File: src/rtl/minn_detect_if.sv
// Handshake/bus bundle between the Minn running-sum datapath, the detect controller and frame timing.
// The master side drives the sample stream and config; the slave side is the controller.
interface minn_detect_if #(
  parameter int METRIC_WIDTH = 32,
  parameter int ENERGY_WIDTH = 32,
  parameter int INDEX_WIDTH  = 16
);
  logic                    enable;
  logic                    in_valid;
  logic                    sums_full;
  logic [METRIC_WIDTH-1:0] metric;
  logic [ENERGY_WIDTH-1:0] energy;
  logic [7:0]              thresh;
  logic                    sum_flush;
  logic                    detect_valid;
  logic [INDEX_WIDTH-1:0]  detect_index;
  logic [METRIC_WIDTH-1:0] detect_metric;
  logic [2:0]              state_out;
  logic                    busy;

  modport master (
    output enable, in_valid, sums_full, metric, energy, thresh,
    input  sum_flush, detect_valid, detect_index, detect_metric, state_out, busy
  );

  modport slave (
    input  enable, in_valid, sums_full, metric, energy, thresh,
    output sum_flush, detect_valid, detect_index, detect_metric, state_out, busy
  );
endinterface

File: src/rtl/minn_detect_ctrl.sv
// Minn timing-sync detect controller: flush, threshold arm, fixed-window peak search, holdoff.
// Optional MINN_DETECT_ONESHOT_EN: park in DONE after the first detection instead of HOLDOFF.
module minn_detect_ctrl #(
  parameter int METRIC_WIDTH = 32,
  parameter int ENERGY_WIDTH = 32,
  parameter int INDEX_WIDTH  = 16,
  parameter int SEARCH_LEN   = 64,
  parameter int HOLDOFF_LEN  = 256
) (
  input  logic          clk,
  input  logic          rst,
  minn_detect_if.slave  bus
);

  localparam int CMP_W  = ((METRIC_WIDTH > ENERGY_WIDTH) ? METRIC_WIDTH : ENERGY_WIDTH) + 8;
  localparam int SCNT_W = $clog2(SEARCH_LEN + 1);
  localparam int HCNT_W = $clog2(HOLDOFF_LEN + 1);
  localparam logic [SCNT_W-1:0] SEARCH_LAST  = SCNT_W'(SEARCH_LEN - 1);
  localparam logic [HCNT_W-1:0] HOLDOFF_LAST = HCNT_W'(HOLDOFF_LEN - 1);
  localparam bit SINGLE = (SEARCH_LEN == 1);

  typedef enum logic [2:0] {
    S_IDLE    = 3'd0,
    S_FLUSH   = 3'd1,
    S_ARMED   = 3'd2,
    S_SEARCH  = 3'd3,
    S_HOLDOFF = 3'd4,
    S_DONE    = 3'd5
  } state_t;

`ifdef MINN_DETECT_ONESHOT_EN
  localparam state_t S_AFTER = S_DONE;
`else
  localparam state_t S_AFTER = S_HOLDOFF;
`endif

  // Full-width compare: metric*256 against energy*thresh, no bits dropped.
  function automatic logic f_crosses(input logic [METRIC_WIDTH-1:0] m,
                                     input logic [ENERGY_WIDTH-1:0] e,
                                     input logic [7:0]              t);
    logic [CMP_W-1:0] lhs;
    logic [CMP_W-1:0] rhs;
    lhs = CMP_W'(m) << 8;
    rhs = CMP_W'(e) * CMP_W'(t);
    return (m != '0) && (lhs >= rhs);
  endfunction

  state_t                  r_state;
  state_t                  w_next;
  logic [INDEX_WIDTH-1:0]  r_idx;
  logic [INDEX_WIDTH-1:0]  r_peak_idx;
  logic [INDEX_WIDTH-1:0]  r_det_idx;
  logic [METRIC_WIDTH-1:0] r_peak;
  logic [METRIC_WIDTH-1:0] r_det_metric;
  logic [SCNT_W-1:0]       r_search_cnt;
  logic [HCNT_W-1:0]       r_hold_cnt;
  logic                    r_det_valid;

  logic                    w_accept;
  logic                    w_cross;
  logic                    w_better;
  logic                    w_detect;
  logic [METRIC_WIDTH-1:0] w_fin_peak;
  logic [INDEX_WIDTH-1:0]  w_fin_idx;

  assign w_accept = bus.in_valid && bus.sums_full &&
                    ((r_state == S_ARMED) || (r_state == S_SEARCH) || (r_state == S_HOLDOFF));
  assign w_cross  = f_crosses(bus.metric, bus.energy, bus.thresh);
  assign w_better = (bus.metric > r_peak);

  // Detection is registered on the edge that takes the last window sample.
  always_comb begin
    w_detect   = 1'b0;
    w_fin_peak = r_peak;
    w_fin_idx  = r_peak_idx;
    if (bus.enable && w_accept) begin
      if (r_state == S_ARMED && w_cross && SINGLE) begin
        w_detect   = 1'b1;
        w_fin_peak = bus.metric;
        w_fin_idx  = r_idx;
      end else if (r_state == S_SEARCH && r_search_cnt == SEARCH_LAST) begin
        w_detect = 1'b1;
        if (w_better) begin
          w_fin_peak = bus.metric;
          w_fin_idx  = r_idx;
        end
      end
    end
  end

  always_comb begin
    w_next = r_state;
    if (!bus.enable) begin
      w_next = S_IDLE;
    end else begin
      case (r_state)
        S_IDLE:    w_next = S_FLUSH;
        S_FLUSH:   w_next = S_ARMED;
        S_ARMED:   if (w_accept && w_cross) w_next = SINGLE ? S_AFTER : S_SEARCH;
        S_SEARCH:  if (w_accept && r_search_cnt == SEARCH_LAST) w_next = S_AFTER;
        S_HOLDOFF: if (w_accept && r_hold_cnt == HOLDOFF_LAST) w_next = S_ARMED;
        S_DONE:    w_next = S_DONE;
        default:   w_next = S_IDLE;
      endcase
    end
  end

  always_ff @(posedge clk) begin
    if (rst) r_state <= S_IDLE;
    else     r_state <= w_next;
  end

  always_ff @(posedge clk) begin
    if (rst) begin
      r_idx        <= '0;
      r_peak_idx   <= '0;
      r_peak       <= '0;
      r_search_cnt <= '0;
      r_hold_cnt   <= '0;
      r_det_valid  <= 1'b0;
      r_det_idx    <= '0;
      r_det_metric <= '0;
    end else begin
      r_det_valid <= w_detect;
      if (w_detect) begin
        r_det_idx    <= w_fin_idx;
        r_det_metric <= w_fin_peak;
      end
      if (r_state == S_FLUSH)  r_idx <= '0;
      else if (w_accept)       r_idx <= r_idx + 1'b1;
      case (r_state)
        S_ARMED: if (w_accept && w_cross) begin
          r_peak       <= bus.metric;
          r_peak_idx   <= r_idx;
          r_search_cnt <= SCNT_W'(1);
          r_hold_cnt   <= '0;
        end
        S_SEARCH: if (w_accept) begin
          if (w_better) begin
            r_peak     <= bus.metric;
            r_peak_idx <= r_idx;
          end
          r_search_cnt <= r_search_cnt + 1'b1;
          r_hold_cnt   <= '0;
        end
        S_HOLDOFF: if (w_accept) r_hold_cnt <= r_hold_cnt + 1'b1;
        default: ;
      endcase
    end
  end

  assign bus.sum_flush     = (r_state == S_FLUSH);
  assign bus.busy          = (r_state == S_SEARCH) || (r_state == S_HOLDOFF);
  assign bus.state_out     = r_state;
  assign bus.detect_valid  = r_det_valid;
  assign bus.detect_index  = r_det_idx;
  assign bus.detect_metric = r_det_metric;

endmodule
File: src/flat_wrapper.sv
// flat-port wrapper written by rule: the top's interface ports become plain ports
module minn_detect_ctrl_flat 
#(
  parameter int METRIC_WIDTH = 32,
  parameter int ENERGY_WIDTH = 32,
  parameter int INDEX_WIDTH  = 16,
  parameter int SEARCH_LEN   = 64,
  parameter int HOLDOFF_LEN  = 256
)
  (clk, rst, bus_enable, bus_in_valid, bus_sums_full, bus_metric, bus_energy, bus_thresh, bus_sum_flush, bus_detect_valid, bus_detect_index, bus_detect_metric, bus_state_out, bus_busy);
  minn_detect_if #(.METRIC_WIDTH(METRIC_WIDTH), .ENERGY_WIDTH(ENERGY_WIDTH), .INDEX_WIDTH(INDEX_WIDTH)) bus_i ();
  input  logic clk;
  input  logic rst;
  input wire logic [$bits(bus_i.enable)-1:0] bus_enable;
  input wire logic [$bits(bus_i.in_valid)-1:0] bus_in_valid;
  input wire logic [$bits(bus_i.sums_full)-1:0] bus_sums_full;
  input wire logic [$bits(bus_i.metric)-1:0] bus_metric;
  input wire logic [$bits(bus_i.energy)-1:0] bus_energy;
  input wire logic [$bits(bus_i.thresh)-1:0] bus_thresh;
  output wire logic [$bits(bus_i.sum_flush)-1:0] bus_sum_flush;
  output wire logic [$bits(bus_i.detect_valid)-1:0] bus_detect_valid;
  output wire logic [$bits(bus_i.detect_index)-1:0] bus_detect_index;
  output wire logic [$bits(bus_i.detect_metric)-1:0] bus_detect_metric;
  output wire logic [$bits(bus_i.state_out)-1:0] bus_state_out;
  output wire logic [$bits(bus_i.busy)-1:0] bus_busy;
  assign bus_i.enable = bus_enable;
  assign bus_i.in_valid = bus_in_valid;
  assign bus_i.sums_full = bus_sums_full;
  assign bus_i.metric = bus_metric;
  assign bus_i.energy = bus_energy;
  assign bus_i.thresh = bus_thresh;
  assign bus_sum_flush = bus_i.sum_flush;
  assign bus_detect_valid = bus_i.detect_valid;
  assign bus_detect_index = bus_i.detect_index;
  assign bus_detect_metric = bus_i.detect_metric;
  assign bus_state_out = bus_i.state_out;
  assign bus_busy = bus_i.busy;
  minn_detect_ctrl #(.METRIC_WIDTH(METRIC_WIDTH), .ENERGY_WIDTH(ENERGY_WIDTH), .INDEX_WIDTH(INDEX_WIDTH), .SEARCH_LEN(SEARCH_LEN), .HOLDOFF_LEN(HOLDOFF_LEN)) u_core (.clk(clk), .rst(rst), .bus(bus_i));
endmodule
File: config.mk
export PLATFORM = sky130hd
export DESIGN_NAME = minn_detect_ctrl_flat
export DESIGN_NICKNAME = d
export VERILOG_FILES = /design/src/rtl/minn_detect_if.sv /design/src/rtl/minn_detect_ctrl.sv /design/src/flat_wrapper.sv
export SDC_FILE = /design/constraint.sdc
export NUM_CORES = 1
export LEC_CHECK = 0
export ABC_AREA = 1
export CAP_MARGIN = 20
export CORE_MARGIN = 2
export CORE_UTILIZATION = 50
export DETAILED_ROUTE_END_ITERATION = 10
export PLACE_DENSITY = 0.72
export SLEW_MARGIN = 20
export SYNTH_ARGS = -nofsm -noshare
export SYNTH_HDL_FRONTEND = slang
export SYNTH_SLANG_ARGS = --single-unit
File: constraint.sdc
create_clock -name clk -period 24.9 [get_ports clk]
set_input_delay 7.47 -clock clk [delete_from_list [all_inputs] [get_ports clk]]
set_output_delay 7.47 -clock clk [all_outputs]
set_load 0.01 [all_outputs]
==> results.yml <==
setup_path:
  cp_common_cell: "nand2_1"
  criticalPathCategory: "primary input to register"
  cp.arrival_ps: 15590
  startpoint_type: "primary input"
  cp.required_ps: 25270
  crit_fanout: 55
  cp_slowest_cell: "inv_2"
  reg2reg_depth: 15
  max_stage_delay_ps: 1020
  crit_path_end_kind: "register"
timing:
  period_share_pct: 61.1
  fin_crit_ps: 15220
  max-slew-margin-rel_pct: 26.6
  timing.hold.ws_ps: 493
  grt_setup_unrepaired: "false"
  clock_skew_ps: 11.1
  fmax_mhz: 65.7
  finalSetupTns_ps: 0
  worstMarginPinSlew_ps: 1100
  finalMaxSlewViolations: 0
  final-hold-violation-count: 0
  setup_viol: 0
global_routing:
  grt_util_all_layers_pct: 26.3
  met1_usage_pct: 33.6
  grt_pass1_vias: 16500
  grt_util_met3_pct: 2.82
  antenna_found_initial: 0
  grt_max_degree: 64
  grt.busiest_layer: "met2"
  overflow: 0
  grt_pass1_wl_mm: 78.3
  grtUsageMet2_pct: 46.3
routing:
  drtPass1Iterations: 5
  wl_mm: 46.3
  avgViaCountPerCell: 5.17
  ant_nets: 0
  drt-initial-drc-count: 1044
  drcViolationCount: 0
  post_drt_wl_per_cell_um: 14.7
  vias: 16300
synthesis:
  netlist.area_leader.share_pct: 20.6
  synthesis.nets: 3012
  syn_area_sq_um: 17500
  yosysUniqueCellTypes: 43
  synthFlopType: "dfxtp_1"
  ys_seq_elements: 132
  synth_most_common_cell: "inv_1"
  synth_area_leaders: "fa_1 21%, dfxtp_1 15%, inv_1 15%"
  synth_top_cell_by_area: "fa_1"
  yosys_warnings: 0
  synthTopCellsByCount: "675 x inv_1, 601 x nand2_1, 231 x nand3_1"
  ys_async_sr_fraction_pct: 0
  syn_avg_cell_area_sq_um: 6.65
  yosysSeqAreaShare_pct: 15.1
  synth_edf_count: 0
  synthCells: 2627
cts:
  clkTransAtPathRegs_ps: 60
  clock_sinks: 132
  cts_made_buffers: 17
  cts_resized: 0
  hold_buffers: 0
  cts_tree: "done"
  post_cts_buffers: 0
  clockRootBuffer: "clkbuf_16"
  htreeDepth: 4
  clk_latency_ps: 430
  cts.path.max_buffers: 2
outcome:
  status: "finished clean"
floorplan:
  dieWidth_um: 191
  ioPinCount: 131
  dieHeight_um: 191
  coreArea_sq_um: 34500
  row_count: 68
  start_util_pct: 50.7
  dieArea_sq_um: 36400
cells_and_area:
  multi_input_area_sq_um: 11800
  nFillCells: 3292
  insertedDiodeCount: 0
  nets: 3062
  drive_gt1_share_pct: 2.42
  seq_area_sq_um: 2640
  utilization_pct: 56.8
  finalNonFillerCells: 3145
  area_growth_syn_to_layout_pct: 12.0
min_path:
  whs_path_depth: 2
  hold_class: "register to register"
placement:
  placed_cells: 3113
  gp_congestion: 0.905
  port-buffer-count: 130
  place_hpwl_mm: 35.5
flow_run:
  max_cap_viol_count: 0
pwr:
  power-per-cell-area_nw_per_um2: 87.2
  p_leak_nw: 11.0
  peakVddDrop_v: 0.0000533
[cell type report]
| cell class | instances | share of cell area [%] |
|---|---|---|
| Sequential cell | 132 | 13.5 |
| Clock inverter | 15 | 0.985 |
| Clock buffer | 17 | 2.17 |
| Multi-Input combinational cell | 1700 | 60.1 |
| Tap cell | 455 | 2.91 |
| Inverter | 681 | 13.1 |
| Timing Repair Buffer | 145 | 7.23 |
[sequential cells by signal, summed over array words and instances (netlist names)]
name / cells
u_core.bus.detect_index: 16
u_core.bus.detect_metric: 32
u_core.bus.detect_valid: 1
u_core.bus.state_out: 3
u_core.r_hold_cnt: 9
u_core.r_idx: 16
u_core.r_peak: 32
u_core.r_peak_idx: 16
u_core.r_search_cnt: 7
[worst paths after layout]
| kind | start | end | slack [ps] |
|---|---|---|---|
| worst max-delay path | bus_thresh[6] | u_core.r_peak[28] | 9680 |
| worst min-delay path | u_core.r_idx[12] | u_core.r_idx[12] | 490 |
| worst max register to register | u_core.r_peak[30] | u_core.bus.detect_metric[19] | 21230 |
| worst min register to register | u_core.r_idx[12] | u_core.r_idx[12] | 490 |
[logic make-up (layout without fill, tap and decap cells)]
logic type               after synthesis  after routing  synth area share (%)
AO/OA/AOI/OAI                        276            276                  9.03
XOR/XNOR                              41             41                  2.06
AND/OR/NAND/NOR                     1075           1075                  26.4
adder cells (fa/ha/maj)              308            308                  29.8
flip-flops                           132            132                  15.1
buffers and inverters                795            858                  17.6
[critical path, delay by kind of cell]
family                   cells  cell delay [ps]
buffers and inverters        7             2050
XOR/XNOR                     1              120
adder cells (fa/ha/maj)      6             2740
AND/OR/NAND/NOR             14             1900
AO/OA/AOI/OAI                5             1230
[routing by layer]
layer | vias to the layer above | wire [um]
li1 | 7985 | -
met1 | 7713 | 20400
met2 | 488 | 22600
met3 | 80 | 2280
met4 | 0 | 1080
met5 | - | 0
[metrics by stage]
stage | setup slack, ps | total power, mW | cell area, sq um
final | 9680 | 1.71 | 19600
after floorplan | 11900 | 1.13 | 17500
after global routing | 9130 | 1.91 | 19600
after global placement | 9530 | 1.41 | 18900
after detailed placement | 9360 | 1.44 | 18900
after CTS | 9740 | 1.71 | 19600
[where the power goes]
| group | switching (mW) | internal [mW] | total, mW |
|---|---|---|---|
| clock network | 0.107 | 0.160 | 0.268 |
| registers | 0.00144 | 0.213 | 0.214 |
| logic | 0.765 | 0.459 | 1.22 |
| total | 0.874 | 0.833 | 1.71 |
[cell usage in the layout, fill, tap and decap left out, drive strengths merged, types with 59 or more instances in the layout]
| cell | n |
|---|---|
| nor2 | 138 |
| o21ai | 59 |
| a21oi | 138 |
| nand3 | 234 |
| fa | 180 |
| nand2 | 603 |
| dfxtp | 132 |
| ha | 128 |
| inv | 688 |
| clkdlybuf4s50 | 130 |
No activity file was read; power rests on OpenSTA's default activity.
